## src/rtl/cadd_pipe.sv

```systemverilog
// cadd_pipe: two-stage pipelined multi-lane complex adder (A+B, A-B, A+jB, A-jB) with optional
// round-half-up halving and per-lane/sticky overflow. Define CADD_SAT_EN to saturate instead of wrap.
module cadd_pipe #(
  parameter int DATA_WIDTH = 16,
  parameter int NUM_CH     = 1
) (
  input  logic                         clk,
  input  logic                         rst_n,
  input  logic                         in_valid,
  output logic                         in_ready,
  input  logic [1:0]                   op,
  input  logic                         scale,
  input  logic [NUM_CH*DATA_WIDTH-1:0] a_real,
  input  logic [NUM_CH*DATA_WIDTH-1:0] a_imag,
  input  logic [NUM_CH*DATA_WIDTH-1:0] b_real,
  input  logic [NUM_CH*DATA_WIDTH-1:0] b_imag,
  output logic                         out_valid,
  input  logic                         out_ready,
  output logic [NUM_CH*DATA_WIDTH-1:0] y_real,
  output logic [NUM_CH*DATA_WIDTH-1:0] y_imag,
  output logic [NUM_CH-1:0]            ovf,
  output logic                         ovf_sticky,
  input  logic                         ovf_clr
);

  localparam int W  = DATA_WIDTH;
  localparam int SW = DATA_WIDTH + 1;

  logic                 s1_valid;
  logic                 s2_valid;
  logic                 s1_adv;
  logic                 s2_adv;
  logic                 s1_scale;
  logic [NUM_CH*SW-1:0] sum_re;
  logic [NUM_CH*SW-1:0] sum_im;
  logic [NUM_CH*SW-1:0] s1_re;
  logic [NUM_CH*SW-1:0] s1_im;
  logic [NUM_CH*W-1:0]  nar_re;
  logic [NUM_CH*W-1:0]  nar_im;
  logic [NUM_CH-1:0]    nar_ovf;

  assign s2_adv    = !s2_valid || out_ready;
  assign s1_adv    = !s1_valid || s2_adv;
  assign in_ready  = s1_adv;
  assign out_valid = s2_valid;

  // Returns {overflow, value}; the extra top bit keeps the rounding increment from wrapping.
  function automatic logic [W:0] narrow(input logic [SW-1:0] s, input logic halve);
    logic signed [W+1:0] ext;
    logic signed [W+1:0] inc;
    logic signed [W+1:0] r;
    logic                lost;
    logic [W-1:0]        v;
    ext  = {s[SW-1], s};
    inc  = ext + {{(W+1){1'b0}}, 1'b1};
    r    = halve ? (inc >>> 1) : ext;
    lost = (r[W+1:W-1] != 3'b000) && (r[W+1:W-1] != 3'b111);
    v    = r[W-1:0];
`ifdef CADD_SAT_EN
    if (lost) v = r[W+1] ? {1'b1, {(W-1){1'b0}}} : {1'b0, {(W-1){1'b1}}};
`endif
    return {lost, v};
  endfunction

  for (genvar k = 0; k < NUM_CH; k++) begin : g_lane
    logic [SW-1:0] ar;
    logic [SW-1:0] ai;
    logic [SW-1:0] br;
    logic [SW-1:0] bi;
    logic [SW-1:0] re;
    logic [SW-1:0] im;
    logic [W:0]    res_re;
    logic [W:0]    res_im;

    assign ar = {a_real[k*W+W-1], a_real[k*W +: W]};
    assign ai = {a_imag[k*W+W-1], a_imag[k*W +: W]};
    assign br = {b_real[k*W+W-1], b_real[k*W +: W]};
    assign bi = {b_imag[k*W+W-1], b_imag[k*W +: W]};

    // Multiplying B by +j/-j swaps its components, so the jB ops cross real and imaginary.
    always_comb begin
      re = ar + br;
      im = ai + bi;
      case (op)
        2'b01: begin re = ar - br; im = ai - bi; end
        2'b10: begin re = ar - bi; im = ai + br; end
        2'b11: begin re = ar + bi; im = ai - br; end
        default: ;
      endcase
    end

    assign sum_re[k*SW +: SW] = re;
    assign sum_im[k*SW +: SW] = im;

    assign res_re            = narrow(s1_re[k*SW +: SW], s1_scale);
    assign res_im            = narrow(s1_im[k*SW +: SW], s1_scale);
    assign nar_re[k*W +: W]  = res_re[W-1:0];
    assign nar_im[k*W +: W]  = res_im[W-1:0];
    assign nar_ovf[k]        = res_re[W] | res_im[W];
  end

  always_ff @(posedge clk or negedge rst_n) begin
    if (!rst_n) begin
      s1_valid <= 1'b0;
      s1_scale <= 1'b0;
      s1_re    <= '0;
      s1_im    <= '0;
    end else if (s1_adv) begin
      s1_valid <= in_valid;
      if (in_valid) begin
        s1_scale <= scale;
        s1_re    <= sum_re;
        s1_im    <= sum_im;
      end
    end
  end

  always_ff @(posedge clk or negedge rst_n) begin
    if (!rst_n) begin
      s2_valid <= 1'b0;
      y_real   <= '0;
      y_imag   <= '0;
      ovf      <= '0;
    end else if (s2_adv) begin
      s2_valid <= s1_valid;
      if (s1_valid) begin
        y_real <= nar_re;
        y_imag <= nar_im;
        ovf    <= nar_ovf;
      end
    end
  end

  // A setting transfer beats a simultaneous clear.
  always_ff @(posedge clk or negedge rst_n) begin
    if (!rst_n) begin
      ovf_sticky <= 1'b0;
    end else if (s2_valid && out_ready && (|ovf)) begin
      ovf_sticky <= 1'b1;
    end else if (ovf_clr) begin
      ovf_sticky <= 1'b0;
    end
  end

endmodule

```

## config.mk

```make
export PLATFORM = sky130hd
export DESIGN_NAME = cadd_pipe
export DESIGN_NICKNAME = d
export VERILOG_FILES = /design/src/rtl/cadd_pipe.sv
export SDC_FILE = /design/constraint.sdc
export NUM_CORES = 1
export LEC_CHECK = 0
export ABC_CLOCK_PERIOD_IN_PS = 2200
export BUFFER_PORTS_ARGS = -buffer_cell sky130_fd_sc_hd__buf_2
export CAP_MARGIN = 20
export CORE_ASPECT_RATIO = 0.75
export CORE_MARGIN = 4
export CORE_UTILIZATION = 59
export CTS_BUF_LIST = sky130_fd_sc_hd__clkbuf_8
export CTS_CLUSTER_SIZE = 10
export DETAILED_ROUTE_END_ITERATION = 8
export GPL_TIMING_DRIVEN = 0
export PLACE_DENSITY_LB_ADDON = 0.08
export SLEW_MARGIN = 5
export SYNTH_ARGS = -nofsm -noshare
export SYNTH_HDL_FRONTEND = slang
export SYNTH_SLANG_ARGS = --single-unit
```

## constraint.sdc

```tcl
create_clock -name clk -period 2.2 [get_ports clk]
set_input_delay 0.44 -clock clk [delete_from_list [all_inputs] [get_ports clk]]
set_output_delay 0.44 -clock clk [all_outputs]
set_load 0.03 [all_outputs]
```

# Word-level counts from Yosys, hierarchy flattened
# Cells that the tools add are included.
dict set report totals {
  regBits 71
  output_inout_bits 36
}
dict set report classes {
  n_addsub 10
  n_eq_ne 5
  n_mux 6
  bitwise 1
  reduce_logical 13
}
# operator n
set ops {}
lappend ops {{case mux 17 bit (3 select lines)} 2}
lappend ops {{adder 16 x 16 -> 17 bit} 4}
lappend ops {{subtractor 16 x 16 -> 17 bit} 4}
lappend ops {{adder 17 x 2 -> 18 bit, second input constant} 2}
lappend ops {{2-to-1 mux 18 bit} 2}
lappend ops {{inequality test 3 bit, second input constant} 2}
lappend ops {{nonzero test 3 bit} 2}
lappend ops {{equality test 2 bit, second input constant} 2}
lappend ops {{logical AND 1 bit} 4}
lappend ops {{AND reduction 2 bit} 2}
lappend ops {{equality test 2 x 1 -> 1 bit, second input constant} 1}
lappend ops {{logical NOT 1 bit} 2}
lappend ops {{logical OR 1 bit} 2}
lappend ops {{2-to-1 mux 1 bit} 2}
lappend ops {{nonzero test 2 bit} 1}
lappend ops {{bitwise OR 1 bit} 1}

# Depth between registers and ports, before layout
dict set report depth {
  ltp_word 5
  mapped_depth 16
  depth_no_buf 15
}

# Worst setup path after synthesis
# OpenSTA, ideal clock, no wires.
dict set report synth_timing {
  path_kind {input to register}
  startpoint {input b_real[0]}
  endpoint {register s1_re[12]}
  setup_ps 82
  arrival_time_ps 3654
  required_time_ps 2118
  path_slack_ps -1536
  path_stages 15
  path_cell_list {inv_1 ha_1 or4b_2 or2_2 clkbuf_1 nand3_1 o21ai_0 a221oi_1 ha_1 and3_1 and2_1 o31a_1 a211oi_1 o21ai_0 a31oi_1}
}
dict set report synth_via {
  elab_chain_cells 2
  word_cells_on_any_way 3
}
# element line
set synth_rtl {}
lappend synth_rtl {{start: declaration} 15} ;# input logic [NUM_CH*DATA_WIDTH-1:0] b_real,
lappend synth_rtl {{adder 16 x 16 -> 17 bit or subtractor 16 x 16 -> 17 bit (tied branches)} {82, 85}}
lappend synth_rtl {{case mux 17 bit (3 select lines) *} 84} ;# case (op)
lappend synth_rtl {{end signal: assignment} 112} ;# s1_re <= sum_re;
lappend synth_rtl {{end: declaration} 36} ;# logic [NUM_CH*SW-1:0] s1_re;
# Mark *: on every way between the ends. The rest lies on a longest branch, timed or not.
# A chain may end at the register's enable or synchronous reset.

# Worst setup path after layout
dict set report layout_timing {
  startpoint {input b_imag[1]}
  endpoint {register s1_re[12]}
}
dict set report layout_via {
  elab_chain_cells 2
  word_cells_on_any_way 3
}
# element line
set layout_rtl {}
lappend layout_rtl {{start: declaration} 16} ;# input logic [NUM_CH*DATA_WIDTH-1:0] b_imag,
lappend layout_rtl {{adder 16 x 16 -> 17 bit or subtractor 16 x 16 -> 17 bit (tied branches)} {87, 86}}
lappend layout_rtl {{case mux 17 bit (3 select lines) *} 84}
# Marks and branches as above.

==> impl_metrics.py <==
metrics = {
    "run_status": {
        "status": "complete, but fails checks",
        "violations": "setup timing",
    },
    "sta": {
        "hold_violations": 0,
        "fmaxAchievable_mhz": 286,
        "worst_pin_slew_ns": 0.894,
        "setup_ws_ns": -1.30,
        "slew_headroom_pct": 40.4,
        "setup_violations": 30,
        "fin_crit_sh_pct": 159,
        "timing.final.crit_period_ns": 3.50,
        "final.setup.tns_ns": -22.66,
        "grt_setup_unrepaired": "true",
        "skew_ns": 0.0124,
        "slew_viol_final": 0,
    },
    "critical_path": {
        "crit_path_max_incr_delay_ns": 0.53,
        "path_cells": "buf_12 > inv_12 > ha_4 > or4b_4 > nor2_4 > nor2_2 > mux2_4 > a221oi_4 > ha_4 > o21ai_1 > o21ai_0 > nand3b_1 > a211oi_4 > o21ai_1 > a31oi_1",
        "reg2regPathDepth": 7,
        "cpMaxStageDelayCell": "or4b_4",
        "cp_top_family": "compound AO/OA/AOI/OAI gates",
        "endpoint_kind": "flip-flop",
        "reg2reg_from": "out_valid$_DFFE_PN0P_",
        "r2r-end": "s1_re[15]$_DFFE_PN0P_",
        "path_buf_inv": 2,
        "worst-path-max-fanout": 5,
        "start_kind": "input port",
        "cp.arrival_ns": 3.78,
        "path_class": "in2reg",
        "r2r_slack_ns": -0.10,
        "crit_required_ns": 2.49,
    },
    "synth": {
        "synth_top_cell_by_area": "dfrtp_1",
        "netlist_area_um2": 6530,
        "synth_top_family_by_area": "compound AO/OA/AOI/OAI gates",
        "synthArstFlopShare_pct": 100,
        "ys.flop_type": "dfrtp_1",
        "synth_compound_area_share_pct": 28.6,
        "netlist.area_leader.share_pct": 27.2,
        "synth_area_per_cell_um2": 7.68,
        "ys_ff_latch": 71,
        "synthTopCellsByArea": "dfrtp_1 27%, o21ai_0 7.0%, ha_1 6.9%, nand2_1 5.7%, a21oi_1 5.1%",
        "syn_inst": 851,
        "synth.most_common_cell": "nand2_1",
        "synthTopCellsByCount": "99 x nand2_1, 91 x o21ai_0, 71 x dfrtp_1, 67 x a21oi_1, 56 x nor2_1",
        "yosys_warnings": 0,
        "ys_seq_area_share_pct": 27.2,
        "synth-edff-count": 0,
        "synthSimpleGateAreaFrac_pct": 22.2,
        "synth_mux_area_share_pct": 3.68,
        "synth_nets": 961,
        "synth_xor_area_share_pct": 5.63,
        "ys_types": 68,
        "synthAdderAreaFrac_pct": 7.51,
    },
    "drt": {
        "vias_per_cell": 7.38,
        "drtAntennaViolNets": 0,
        "routedWlPerCell_um": 24.6,
        "drc_errors": 0,
        "dr.pass1.iters": 8,
        "wirelength_um": 28700,
        "via_count": 8628,
        "drtIter0Drc": 1533,
    },
    "finish": {
        "drive_gt1_share_pct": 36.4,
        "final_net_count": 1138,
        "areaGrowthSynthToFinish_pct": 40.1,
        "insertedDiodeCount": 0,
    },
    "clocking": {
        "clock-root-buffer": "clkbuf_8",
        "htree_num_levels": 3,
        "cts_tree": "built",
        "cts_buffers": 9,
        "clk_latency_ns": 0.38,
        "clock_sinks": 71,
        "ctsHoldBuffers": 0,
        "cts.path.max_buffers": 2,
        "clk_pin_slew_ns": 0.08,
    },
    "floorplanning": {
        "rows": 32,
        "die_h_um": 99.1,
        "die_area_um2": 12800,
        "start_util_pct": 62.0,
        "coreArea_um2": 10500,
        "fp.dieW_um": 130,
        "io_pins": 108,
    },
    "grt": {
        "grt_max_degree": 72,
        "antenna_found_initial": 0,
        "grt_use_total_pct": 36.9,
        "overflow": 0,
        "grt_pass1_wl_um": 37800,
        "grt_pass1_vias": 7414,
    },
    "placed_design": {
        "gp_congestion": 0.982,
        "preCtsSetupSlack_ns": -1.99,
        "portBuffers": 103,
        "dpl.hpwl_um": 17700,
    },
    "power_and_ir_drop": {
        "power_mw": 7.05,
        "power.density_nw_per_um2": 770,
        "ir_drop_uv": 930,
        "leakage_nw": 3.97,
    },
    "job": {
        "cap_violations": 0,
    },
    "min_path": {
        "hold_class": "in2async",
    },
}
## state kept, by name, summed over array words and instances (netlist names), 16 cells and up
name	count
s1_im	17
s1_re	17
y_imag	16
y_real	16
## layer usage
layer	routed length (um)	global-route usage (%)
met2	12500	57.1
met5	0	0
met4	1880	10.5
met3	4180	7.84
met1	10200	52.5
## area by class of cell
class,count,area (um^2)
fillers,528,1370
repair buffers,173,1170
plain buffers,45,310
clock inverters,6,83.8
inverters,32,159
clock buffers,10,138
flip-flops and latches,71,1780
well taps,136,170
multi-input cells,696,5340
## through the flow
stage | instance area, um^2 | hold WS [ns] | std cells | util (%)
floorplan | 6980 | 0.144 | 851 | -
global placement | 7660 | 0.456 | 1090 | 72.8
detailed placement | 7670 | 0.462 | 1090 | 72.8
CTS | 8490 | 0.232 | 1136 | 80.7
global route | 9160 | 0.273 | 1169 | 87.0
finish | 9160 | 0.182 | 1169 | 87.0
## cells by family (layout without fill, tap and decap cells)
group | count (synthesis) | after routing
AO/OA/AOI/OAI | 297 | 297
AND/OR/NAND/NOR | 297 | 297
buffers and inverters | 84 | 266
flip-flops | 71 | 71
XOR/XNOR | 42 | 42
adder cells (fa/ha/maj) | 38 | 38
multiplexers | 22 | 22
## layout by cell type (no fill, tap or decap), types with 9 or more instances in the layout
| cell | n |
|---|---|
| a211oi_1 | 11 |
| a21o_1 | 23 |
| a21oi_1 | 54 |
| a21oi_2 | 11 |
| a31oi_1 | 11 |
| buf_2 | 101 |
| buf_4 | 57 |
| buf_6 | 16 |
| clkbuf_1 | 17 |
| clkbuf_8 | 15 |
| dfrtp_1 | 69 |
| ha_1 | 16 |
| ha_4 | 13 |
| inv_1 | 23 |
| mux2i_1 | 15 |
| nand2_1 | 96 |
| nand2b_1 | 9 |
| nand3_1 | 27 |
| nand4_1 | 13 |
| nor2_1 | 50 |
| nor3_1 | 13 |
| o211ai_1 | 9 |
| o21ai_0 | 47 |
| o21ai_1 | 27 |
| o21ai_2 | 16 |
| o31ai_1 | 11 |
| xnor2_1 | 20 |
| xor2_1 | 18 |
## report_power, final
part | switching, mW | total, mW | internal [mW] | leakage [nW]
Clock | 0.527 | 1.19 | 0.665 | 0.116
Combinational | 2.29 | 3.74 | 1.45 | 2.98
Sequential | 0.427 | 2.12 | 1.70 | 0.872
Total | 3.24 | 7.05 | 3.81 | 3.97
## worst max-delay path by stage
| stage | start | endpoint | cells past startpoint |
|---|---|---|---|
| after floorplan | b_real[1] | s1_im[13]$_DFFE_PN0P_ | 15 |
| after global placement | b_imag[6] | s1_re[12]$_DFFE_PN0P_ | 14 |
| after detailed placement | b_imag[6] | s1_re[16]$_DFFE_PN0P_ | 14 |
| after CTS | b_imag[0] | s1_re[12]$_DFFE_PN0P_ | 15 |
| after global routing | b_imag[1] | s1_re[12]$_DFFE_PN0P_ | 15 |
| final | b_imag[1] | s1_re[12]$_DFFE_PN0P_ | 15 |
## timing repair
item | 4_1_cts | 5_1_grt
setup endpoints to repair | 35 | 37
pin swaps | 59 | 60
setup buffers | 35 | 36
gates resized for setup | 94 | 95
endpoints found under the hold margin | 0 | 0
Note: power is estimated with default switching activity, not from simulation.
